**src/rtl/mem_bus_master_pkg.sv**
```systemverilog
// Shared constants and state encoding for the Sigma-style memory bus master.
// Words are big-endian numbered: bit 0 is the MSB, byte lane 0 is bits [0:7].
package mem_bus_master_pkg;

  localparam int WORD_BITS = 32;
  localparam int ADDR_BITS = 17;
  localparam int LANES     = 4;
  localparam int BYTE_BITS = WORD_BITS / LANES;

  typedef enum logic [1:0] {
    ST_IDLE,
    ST_READ,
    ST_WRITE,
    ST_RESP
  } state_e;

endpackage

```
**src/rtl/mem_bus_master_byte_merge.sv**
```systemverilog
// Combinational byte-lane merge for read-modify-write stores: enabled lanes
// take the new word's byte, disabled lanes keep the old word's byte.
module byte_merge
  import mem_bus_master_pkg::*;
(
  input  logic [0:WORD_BITS-1] i_old_word,
  input  logic [0:WORD_BITS-1] i_new_word,
  input  logic [0:LANES-1]     i_byte_en,
  output logic [0:WORD_BITS-1] o_merged
);

  // NOTE: assigning a full default before any conditional update keeps this
  // block free of inferred latches.
  always_comb begin
    o_merged = i_old_word;
    for (int i = 0; i < LANES; i++) begin
      if (i_byte_en[i]) begin
        o_merged[BYTE_BITS*i +: BYTE_BITS] = i_new_word[BYTE_BITS*i +: BYTE_BITS];
      end
    end
  end

endmodule

```
**src/rtl/mem_bus_master.sv**
```systemverilog
// CPU-side initiator for the single-port word memory: one load or store at a
// time, with read-modify-write for partial stores and a one-cycle response.
module mem_bus_master
  import mem_bus_master_pkg::*;
#(
  parameter int                     ADDR_BITS    = 17,
  parameter int                     WAIT_STATES  = 0,
  parameter logic [32-ADDR_BITS:31] ADDRESS_MASK = 17'h1ffff
) (
  input  logic                     clock,
  input  logic                     reset,
  input  logic                     req_valid,
  output logic                     req_ready,
  input  logic                     req_write,
  input  logic [32-ADDR_BITS:31]   req_address,
  input  logic [0:WORD_BITS-1]     req_wdata,
  input  logic [0:LANES-1]         req_byte_en,
  output logic                     rsp_valid,
  output logic [0:WORD_BITS-1]     rsp_rdata,
  output logic [32-ADDR_BITS:31]   mem_address,
  output logic                     mem_write_en,
  output logic [0:WORD_BITS-1]     mem_data_out,
  input  logic [0:WORD_BITS-1]     mem_data_in
);

  state_e                   r_state;
  state_e                   w_next_state;
  logic                     r_write;
  logic [0:LANES-1]         r_byte_en;
  logic [0:WORD_BITS-1]     r_wdata;
  logic [0:WORD_BITS-1]     r_rdata;
  logic [0:WORD_BITS-1]     r_mem_dout;
  logic [32-ADDR_BITS:31]   r_mem_addr;
  logic [2:0]               r_wait;

  logic                     w_accept;
  logic                     w_full;
  logic                     w_none;
  logic                     w_sample;
  logic [0:WORD_BITS-1]     w_merged;

  assign w_accept = req_valid && (r_state == ST_IDLE);
  assign w_full   = &req_byte_en;
  assign w_none   = ~|req_byte_en;
  assign w_sample = (r_state == ST_READ) && (r_wait == 3'd0);

  byte_merge u_byte_merge (
    .i_old_word (mem_data_in),
    .i_new_word (r_wdata),
    .i_byte_en  (r_byte_en),
    .o_merged   (w_merged)
  );

  always_comb begin
    w_next_state = r_state;
    unique case (r_state)
      ST_IDLE: begin
        if (w_accept) begin
          if (!req_write)  w_next_state = ST_READ;
          else if (w_none) w_next_state = ST_RESP;
          else if (w_full) w_next_state = ST_WRITE;
          else             w_next_state = ST_READ;
        end
      end
      ST_READ:  if (r_wait == 3'd0) w_next_state = r_write ? ST_WRITE : ST_RESP;
      ST_WRITE: w_next_state = ST_RESP;
      ST_RESP:  w_next_state = ST_IDLE;
      default:  w_next_state = ST_IDLE;
    endcase
  end

  // NOTE: sequential state uses non-blocking assignments so every register
  // samples pre-edge values regardless of block ordering.
  always_ff @(posedge clock or negedge reset) begin
    if (!reset) r_state <= ST_IDLE;
    else        r_state <= w_next_state;
  end

  always_ff @(posedge clock or negedge reset) begin
    if (!reset) begin
      r_write    <= 1'b0;
      r_byte_en  <= '0;
      r_wdata    <= '0;
      r_rdata    <= '0;
      r_mem_dout <= '0;
      r_mem_addr <= '0;
      r_wait     <= 3'd0;
    end else begin
      if (w_accept) begin
        r_write   <= req_write;
        r_byte_en <= req_byte_en;
        r_wdata   <= req_wdata;
        r_wait    <= 3'(WAIT_STATES);
        // An empty store never touches memory, so the port keeps its last address.
        if (!req_write || !w_none) r_mem_addr <= req_address & ADDRESS_MASK;
        if (req_write && w_full)   r_mem_dout <= req_wdata;
      end
      if (r_state == ST_READ && r_wait != 3'd0) r_wait <= r_wait - 3'd1;
      if (w_sample) begin
        if (r_write) r_mem_dout <= w_merged;
        else         r_rdata    <= mem_data_in;
      end
    end
  end

  assign req_ready    = (r_state == ST_IDLE);
  assign rsp_valid    = (r_state == ST_RESP);
  assign rsp_rdata    = (r_state == ST_RESP && !r_write) ? r_rdata : '0;
  assign mem_address  = r_mem_addr;
  assign mem_write_en = (r_state == ST_WRITE);
  assign mem_data_out = r_mem_dout;

endmodule
```
**config.mk**
```make
export PLATFORM = sky130hd
export DESIGN_NAME = mem_bus_master
export DESIGN_NICKNAME = d
export VERILOG_FILES = /design/src/rtl/mem_bus_master_pkg.sv /design/src/rtl/mem_bus_master_byte_merge.sv /design/src/rtl/mem_bus_master.sv
export SDC_FILE = /design/constraint.sdc
export NUM_CORES = 1
export LEC_CHECK = 0
export ABC_AREA = 1
export ABC_CLOCK_PERIOD_IN_PS = 4100
export CELL_PAD_IN_SITES_DETAIL_PLACEMENT = 1
export CELL_PAD_IN_SITES_GLOBAL_PLACEMENT = 1
export CORE_ASPECT_RATIO = 0.75
export CORE_MARGIN = 1.5
export CORE_UTILIZATION = 37
export CTS_BUF_LIST = sky130_fd_sc_hd__clkbuf_16
export DETAILED_ROUTE_END_ITERATION = 6
export PLACE_DENSITY = 0.85
export SYNTH_ARGS = -nofsm -noshare
export SYNTH_HDL_FRONTEND = slang
export SYNTH_SLANG_ARGS = --single-unit
```
**constraint.sdc**
```tcl
create_clock -name clock -period 4.1 [get_ports clock]
set_clock_uncertainty 0.15 [all_clocks]
set_input_delay 0.82 -clock clock [delete_from_list [all_inputs] [get_ports clock]]
set_output_delay 0.82 -clock clock [all_outputs]
set_load 0.01 [all_outputs]
```
==> results of run 1 <==
-- critical path, delay by kind of cell (launching register included) --
family                     cells  cell delay (ns)
adders and majority gates      1             0.26
buffers and inverters          2             0.90
and+or+nand+nor                2             0.39
DFF                            1             0.42
-- flip-flops by register name (all words and copies together) (netlist names) --
signal,cells
mem_address,17
r_wait,3
r_byte_en,4
r_wdata,32
mem_data_out,32
r_rdata,32
r_state,2
r_write,1
-- final cells by class --
type	count	area, um^2
Fill cell	1979	7660
Sequential cell	123	3080
Multi-Input combinational cell	489	2250
Timing Repair Buffer	179	1780
Inverter	145	544
Clock buffer	17	425
Tap cell	210	263
Clock inverter	14	67.6
-- Yosys cell counts (all sizes together) --
cell type	number	area, um^2
nor2	37	155
o21bai	1	7.51
ha	7	87.6
nor3	1	16.3
o21ai	100	500
nand3	51	268
buf	32	183
inv	145	544
nand2	256	968
clkbuf	15	56.3
o22ai	2	12.5
xnor2	1	8.76
nand4	33	221
dfrtp	123	3080
-- metrics by stage --
| step | hold slack, ns | setup WS (ns) | utilization | cell area (um^2) |
|---|---|---|---|---|
| 2_1_floorplan | 0.303 | 1.97 | - | 6110 |
| 3_3_place_gp | 0.303 | 1.11 | 0.492 | 7910 |
| 3_5_place_dp | 0.309 | 0.978 | 0.492 | 7910 |
| 4_1_cts | 0.323 | 0.701 | 0.523 | 8400 |
| 5_1_grt | 0.342 | 0.599 | 0.523 | 8400 |
| 6_report | 0.317 | 0.744 | 0.523 | 8400 |
-- worst max-delay path by stage --
stage | from | endpoint | depth (start not counted)
floorplan | r_state[0]$_DFFE_PN0P_ | rsp_rdata[11] | 4
global route | r_state[0]$_DFFE_PN0P_ | rsp_rdata[9] | 5
detailed placement | req_write | mem_data_out[23]$_DFF_PN0_ | 7
CTS | r_state[0]$_DFFE_PN0P_ | rsp_rdata[8] | 5
global placement | req_write | mem_data_out[6]$_DFF_PN0_ | 7
finish | r_state[0]$_DFFE_PN0P_ | rsp_rdata[8] | 5
-- metal layers --
metal,up-vias,GRT usage
met1,2794,0.311
met2,175,0.366
met5,-,0
li1,2776,-
met4,0,0.0660
met3,27,0.0538
-- power groups by stage --
stage	clock (mW)	combinational, mW	sequential [mW]
floorplan	0	1.27	2.15
global placement	0	2.19	2.17
detailed placement	0	2.29	2.20
CTS	1.30	2.32	2.19
global route	1.35	2.59	2.27
finish	1.28	2.29	2.20
-- cell families after synthesis --
| group | after synthesis | share of synthesized area |
|---|---|---|
| buf+inv | 192 | 0.128 |
| compound gates | 103 | 0.0852 |
| fa+ha+maj | 7 | 0.0143 |
| flops | 123 | 0.504 |
| simple gates | 378 | 0.267 |
| xor+xnor | 1 | 0.00143 |
==> results by group, run 1 <==
Critical path
  – R2R Path End: r_rdata[22]$_DFFE_PN0P_
  – Kind of start point of the critical path: flop
  – CP Class: flop to output port
  – Worst-path fanout max: 24
  – Worst path cell trace: ha_1 -> nand2_1 -> buf_4 -> nor2_1 -> clkdlybuf4s50_1
  – CP endpoint kind: output port
  – Cells on worst reg2reg path: 6
  – Worst path required time: 3.13 ns
  – Reg-to-reg slack, setup: 1.58 ns
  – Largest stage delay, worst path: 0.53 ns
  – R2R Path Start: r_state[1]$_DFFE_PN0P_
  – CP max stage cell: clkdlybuf4s50_1
  – Worst EP arrival: 2.39 ns

Finish
  – Diode count: 0
  – Layout area overhead: 37.6%
  – Post-route insts no fill: 1177
  – Layout cells sized above 1: 0.0496
  – Nets@finish: 1051
  – Most common cell after layout, fill and taps aside: nand2_1
  – Commonest non-fill, non-tap cells in the layout: nand2_1, clkdlybuf4s50_1, inv_1

Die
  – Initial Util: 0.380
  – # IOs: 173
  – Cell Rows: 40
  – Core ar.: 0.0161 mm^2
  – Die footprint: 0.0173 mm^2
  – Die H: 114 um
  – Die width: 151 um

Min path
  – Hold Crit Endpoint: mem_address[27]$_DFFE_PN0P_
  – Hold_sp: mem_address[27]$_DFFE_PN0P_
  – Worst min-delay path class: flop to flop
  – Worst Hold Depth: 2

Flow run
  – Max Cap Viol: 0

Route
  – Met2 routed WL: 8.53 mm
  – Via count: 5772
  – Met3 WL post-DR: 1.09 mm
  – Post-route ant nets: 0
  – Residual DRC: 0
  – WL/cell: 16.0 um
  – DR iter-0 viols: 243
  – Vias per inst: 4.90
  – Pre-antenna DRT Iters: 5
  – Metal1 wirelength: 8.97 mm
  – Routed WL: 18.9 mm
  – Highest metal used: met4

Clock network
  – Clock Latency Late Sink: 0.41 ns
  – Post-CTS Setup Inserts: 0
  – H-tree Lvls: 4
  – Clock Sinks: 123
  – Reg clk slew, reported paths: 0.05 ns
  – Num CTS Buffers: 17
  – Bufs on Longest Clock Path: 2
  – Post-CTS sizing: 0
  – Root Buffer: clkbuf_16
  – Cts hold-fix bufs: 0
  – CTS tree: done

STA
  – Fmax: 298 MHz
  – Final setup TNS: 0 ns
  – Minimum clock period: 3.36 ns
  – Final setup violation count: 0
  – Final Max Slew Viols: 0
  – Least-Margin Pin Slew: 1.15 ns
  – Relative slew slack: 0.232
  – Final hold viol count: 0
  – RSZ-0062 raised after global routing: false
  – Tcrit/Tclk final: 0.818

Place
  – Dpl cells: 1146
  – IO buf count: 172
  – HPWL Detailed: 12.4 mm
  – GPL Wtd Cong: 0.766

Power
  – Leakage Power: 4.30 nW
  – Peak VDD IR: 280 uV
  – Power share of the sequential group: 0.381
  – Pwr Density: 686 mW/mm^2
  – Total Power: 5.76 mW
  – Sw Ratio: 0.381
  – Switch Pwr: 2.20 mW
  – Internal power: 3.57 mW
  – Comb power frac: 0.397
  – Clk network pwr share: 0.222

Yosys
  – Seq/Total Area, Yosys: 0.504
  – Post-Syn Area: 0.00611 mm^2
  – Yosys Warn Count: 0
  – Seq cells post-synth: 123
  – Syn_nets: 900
  – Avg Synthesized Cell Area: 7.60 um^2
  – Yosys cell types: 22
  – Gate Count Post-Synth: 804

Outcome
  – Status: finished, final reports clean

Global routing
  – GR Overflow Total: 0
  – Largest net degree at the start of global routing: 111
  – GRT Util Overall: 0.229
  – Antenna violations before repair: 0
  – Vias in the first global route: 6009
  – First-pass GRT wire length: 30.7 mm
(Power assumes the default switching activity.)
==> inputs of run 2 (changes only) <==
- ABC_CLOCK_PERIOD_IN_PS: 4100 -> 2750
- CORE_UTILIZATION: 37 -> 31
- PLACE_DENSITY: 0.85 -> 0.76
- clock period: 4.1 -> 2.75 ns (I/O delays scaled with it)
==> results by group, run 2 (synthesized netlist as in run 1, its figures left out) <==
Flow run
  – Max Cap Viol: 0

Clock network
  – H-tree Lvls: 4
  – Bufs on Longest Clock Path: 2
  – Clock Sinks: 123
  – CTS tree: done
  – Num CTS Buffers: 17
  – Reg clk slew, reported paths: 0.05 ns
  – Root Buffer: clkbuf_16
  – Clock Latency Late Sink: 0.42 ns

Finish
  – Most common cell after layout, fill and taps aside: nand2_1
  – Diode count: 0
  – Layout cells sized above 1: 0.0604
  – Post-route insts no fill: 1230
  – Final Util: 0.450
  – Post-route design area: 0.00869 mm^2
  – Layout area overhead: 42.3%
  – Nets@finish: 1061
  – Commonest non-fill, non-tap cells in the layout: nand2_1, clkdlybuf4s50_1, inv_1

Route
  – DR iter-0 viols: 275
  – Vias per inst: 4.66
  – Via count: 5736
  – Post-route ant nets: 0
  – Pre-antenna DRT Iters: 5
  – WL/cell: 16.1 um
  – Residual DRC: 0
  – Routed WL: 19.8 mm

Outcome
  – Status: finished, final reports clean

STA
  – RSZ-0062 raised after global routing: false
  – Final hold viol count: 0
  – Final setup violation count: 0
  – Least-Margin Pin Slew: 0.746 ns
  – Min Hold Slack: 0.320 ns
  – Final Max Slew Viols: 0
  – Tcrit/Tclk final: 0.964
  – Slack of the critical path: 0.0988 ns
  – Relative slew slack: 0.502
  – Final setup TNS: 0 ns
  – Fmax: 377 MHz
  – Minimum clock period: 2.65 ns

Global routing
  – First-pass GRT wire length: 31.8 mm
  – Antenna violations before repair: 0
  – Largest net degree at the start of global routing: 74
  – GRT Util Overall: 0.200
  – GR Overflow Total: 0
  – Vias in the first global route: 5934

Power
  – Total Power: 8.97 mW
  – Peak VDD IR: 415 uV
  – Leakage Power: 4.52 nW
  – Pwr Density: 1030 mW/mm^2

Min path
  – Hold Crit Endpoint: mem_address[25]$_DFFE_PN0P_
  – Hold_sp: mem_address[25]$_DFFE_PN0P_
  – Worst min-delay path class: flop to flop
  – Worst Hold Depth: 2

Die
  – Initial Util: 0.316
  – Die H: 125 um
  – Die width: 165 um
  – Core ar.: 0.0193 mm^2
  – Die footprint: 0.0206 mm^2
  – Cell Rows: 44
  – # IOs: 173

Critical path
  – CP endpoint kind: output port
  – Cells on worst reg2reg path: 9
  – R2R Path Start: r_state[1]$_DFFE_PN0P_
  – CP Class: flop to output port
  – R2R Path End: r_rdata[28]$_DFFE_PN0P_
  – Worst path required time: 2.05 ns
  – Worst-path fanout max: 26
  – Kind of start point of the critical path: flop
  – Reg-to-reg slack, setup: 0.41 ns
  – Worst EP arrival: 1.95 ns

Place
  – Pre-CTS WS: 0.338 ns
  – Dpl cells: 1196
  – Post-DP Area: 0.00807 mm^2
  – GPL Wtd Cong: 0.741
  – IO buf count: 172
  – HPWL Detailed: 13.5 mm
run 2: cell types whose count changed in the layout (fill, tap and decap cells not counted), sizes merged:
cell / change
dlygate4sd3: +1
clkinvlp: -1
dlymetal6s2s: +6
dlygate4sd2: +1
buf: +9
inv: +1
bufinv: +3
clkdlybuf4s50: -7
clkinv: -3
run 2: how the worst max path moves through the flow:
stage / slack, ns / cells past startpoint / endpoint / from
after detailed placement: 0.34 / 7 / mem_address[22]$_DFFE_PN0P_ / req_valid
final: 0.1 / 5 / rsp_rdata[9] / r_state[0]$_DFFE_PN0P_
after global routing: 0.004 / 5 / rsp_rdata[19] / r_state[0]$_DFFE_PN0P_
after floorplan: 0.89 / 4 / rsp_rdata[11] / r_state[0]$_DFFE_PN0P_
after global placement: 0.41 / 7 / mem_address[26]$_DFFE_PN0P_ / req_valid
after CTS: 0.009 / 5 / rsp_rdata[9] / r_state[0]$_DFFE_PN0P_
run 2: worst max-delay path: stages, from the launching register on:
cell	delay [ns]
dfrtp_1	0.41
ha_4	0.17
nand2_4	0.10
buf_12	0.18
nor2_1	0.11
clkdlybuf4s50_1	0.55
run 2: power by group:
part	switching [mW]	internal [mW]	leakage, nW
logic	1.88	1.60	2.70
registers	0.614	2.67	1.53
clock network	0.813	1.39	0.292
total	3.31	5.66	4.52
run 2: per-layer routing:
metal / GRT usage / up-vias / share of wire / routed length [um]
li1: - / 2805 / - / -
met1: 0.276 / 2772 / 0.49 / 9580
met2: 0.313 / 139 / 0.45 / 8980
met3: 0.0466 / 20 / 0.048 / 948
met4: 0.0514 / 0 / 0.012 / 242
met5: 0 / - / 0 / 0
run 2: repair_timing:
item,CTS,global route
endpoints found under the hold margin,51,0
endpoints found under the setup margin,26,24
hold buffers,1,0
gates resized for setup,3,7
buffers inserted,1,1
run 2: layout make-up:
class | count | area [um^2]
Clock buffer | 17 | 425
Multi-Input combinational cell | 489 | 2270
Sequential cell | 123 | 3080
Inverter | 145 | 544
Timing Repair Buffer | 189 | 1920
Clock inverter | 14 | 140
Tap cell | 253 | 317
Fill cell | 2334 | 10600
==> inputs of run 3 (changes only) <==
--- a/config.mk
+++ b/config.mk
@@ -8,3 +8,2 @@
 export ABC_AREA = 1
-export ABC_CLOCK_PERIOD_IN_PS = 2750
 export CELL_PAD_IN_SITES_DETAIL_PLACEMENT = 1
@@ -20 +19,2 @@
 export SYNTH_SLANG_ARGS = --single-unit
+export TNS_END_PERCENT = 10
==> constraint.sdc (replaced) <==
create_clock -name clock -period 2.75 [get_ports clock]
set_clock_uncertainty 0.15 [all_clocks]
set_input_delay 0.4125 -clock clock [delete_from_list [all_inputs] [get_ports clock]]
set_output_delay 0.4125 -clock clock [all_outputs]
set_load 0.01 [all_outputs]
==> results by group, run 3 (synthesized netlist as in run 1, its figures left out) <==
Place
  – IO buf count: 172
  – Pre-CTS WS: 0.347 ns
  – Dpl cells: 1192
  – HPWL Detailed: 13.0 mm
  – GPL Wtd Cong: 0.731

STA
  – Final setup violation count: 0
  – Relative slew slack: 0.520
  – Minimum clock period: 2.62 ns
  – Final hold viol count: 0
  – Fmax: 381 MHz
  – Slack of the critical path: 0.126 ns
  – Final Max Slew Viols: 0
  – Tcrit/Tclk final: 0.954
  – RSZ-0062 raised after global routing: false
  – Final setup TNS: 0 ns
  – Least-Margin Pin Slew: 0.719 ns

Finish
  – Diode count: 0
  – Nets@finish: 1055
  – Layout area overhead: 40.9%
  – Layout cells sized above 1: 0.0525
  – Commonest non-fill, non-tap cells in the layout: nand2_1, clkdlybuf4s50_1, inv_1
  – Most common cell after layout, fill and taps aside: nand2_1
  – Post-route insts no fill: 1224

Critical path
  – Crit-path leading delay family: buffers and inverters
  – CP endpoint kind: output port
  – Largest stage delay, worst path: 0.55 ns
  – Worst-path fanout max: 26
  – CP Buf/Inv Count: 2
  – Worst path cell trace: ha_1 -> nand2_4 -> buf_12 -> nor2_1 -> clkdlybuf4s50_1
  – Worst EP arrival: 2.06 ns
  – CP max stage cell: clkdlybuf4s50_1
  – Kind of start point of the critical path: flop
  – CP Class: flop to output port
  – Worst path required time: 2.19 ns

Route
  – Routed WL: 18.9 mm
  – Residual DRC: 0
  – Via count: 5599
  – DR iter-0 viols: 229
  – WL/cell: 15.4 um
  – Pre-antenna DRT Iters: 4
  – Post-route ant nets: 0
  – Vias per inst: 4.57

Die
  – Cell Rows: 44
  – Core ar.: 0.0193 mm^2
  – Die footprint: 0.0206 mm^2
  – Die H: 125 um
  – Initial Util: 0.316
  – Die width: 165 um
  – # IOs: 173

Power
  – Total Power: 8.87 mW
  – Pwr Density: 1030 mW/mm^2
  – Leakage Power: 4.37 nW
  – Peak VDD IR: 425 uV

Outcome
  – Status: finished, final reports clean

Clock network
  – Reg clk slew, reported paths: 0.05 ns
  – Clock Latency Late Sink: 0.41 ns
  – Bufs on Longest Clock Path: 2
  – CTS tree: done
  – Root Buffer: clkbuf_16
  – Num CTS Buffers: 17
  – Clock Sinks: 123
  – H-tree Lvls: 4

Global routing
  – GR Overflow Total: 0
  – Largest net degree at the start of global routing: 74
  – Antenna violations before repair: 0
  – First-pass GRT wire length: 30.8 mm
  – GRT Util Overall: 0.193
  – Vias in the first global route: 5843

Flow run
  – Max Cap Viol: 0

Min path
  – Worst min-delay path class: flop to flop
==> run 3: stage by stage <==
step           instance area, um^2  hold slack (ns)   util
6_report                      8600            0.319  0.445
5_1_grt                       8600            0.343  0.445
4_1_cts                       8600            0.325  0.445
3_5_place_dp                  8030            0.312  0.415
3_3_place_gp                  8030            0.303  0.415
2_1_floorplan                 6110          -0.0331      -
==> run 3: per-layer routing <==
| layer | track usage | up-vias | wire length, um |
|---|---|---|---|
| li1 | - | 2785 | - |
| met1 | 0.265 | 2673 | 9320 |
| met2 | 0.300 | 126 | 8350 |
| met3 | 0.0493 | 15 | 1040 |
| met4 | 0.0509 | 0 | 186 |
| met5 | 0 | - | 0 |
==> run 3: worst register-to-register path, cell delays in order (launching register included) <==
cell and delay, ns:
dfrtp_1 0.41, inv_1 0.13, ha_1 0.23, nand2_2 0.08, inv_2 0.26, nand3_4 0.47, nand2_1 0.20, nand3_1 0.09
nand2_1 0.10
==> run 3: area by class of cell <==
class,count,area [um^2]
Sequential cell,123,3080
Timing Repair Buffer,183,1850
Tap cell,253,317
Inverter,145,544
Clock inverter,14,139
Clock buffer,17,425
Fill cell,2322,10700
Multi-Input combinational cell,489,2260
==> run 3: where the power goes <==
part	internal, mW	switching (mW)	leakage (nW)
clock	1.39	0.788	0.286
combinational	1.58	1.86	2.56
sequential	2.67	0.582	1.53
total	5.64	3.23	4.37
==> run 3: timing repair <==
item | 4_1_cts | 5_1_grt
buffers inserted | 0 | 0
hold buffers | 1 | 0
endpoints found under the hold margin | 68 | 0
endpoints found under the setup margin | 0 | 4
gates resized for setup | 0 | 1
==> run 3: final timing paths <==
path / startpoint / end / slack (ns) / cells past startpoint
setup / recovery: r_state[0]$_DFFE_PN0P_ / rsp_rdata[7] / 0.13 / 5
hold / removal: mem_address[26]$_DFFE_PN0P_ / mem_address[26]$_DFFE_PN0P_ / 0.32 / 2
setup reg to reg: r_state[0]$_DFFE_PN0P_ / mem_data_out[24]$_DFF_PN0_ / 0.57 / 8
hold reg to reg: mem_address[26]$_DFFE_PN0P_ / mem_address[26]$_DFFE_PN0P_ / 0.32 / 2
max in group asynchronous: reset / r_wdata[14]$_DFFE_PN0P_ / 1.21 / 3
min in group asynchronous: reset / mem_address[27]$_DFFE_PN0P_ / 0.44 / 2
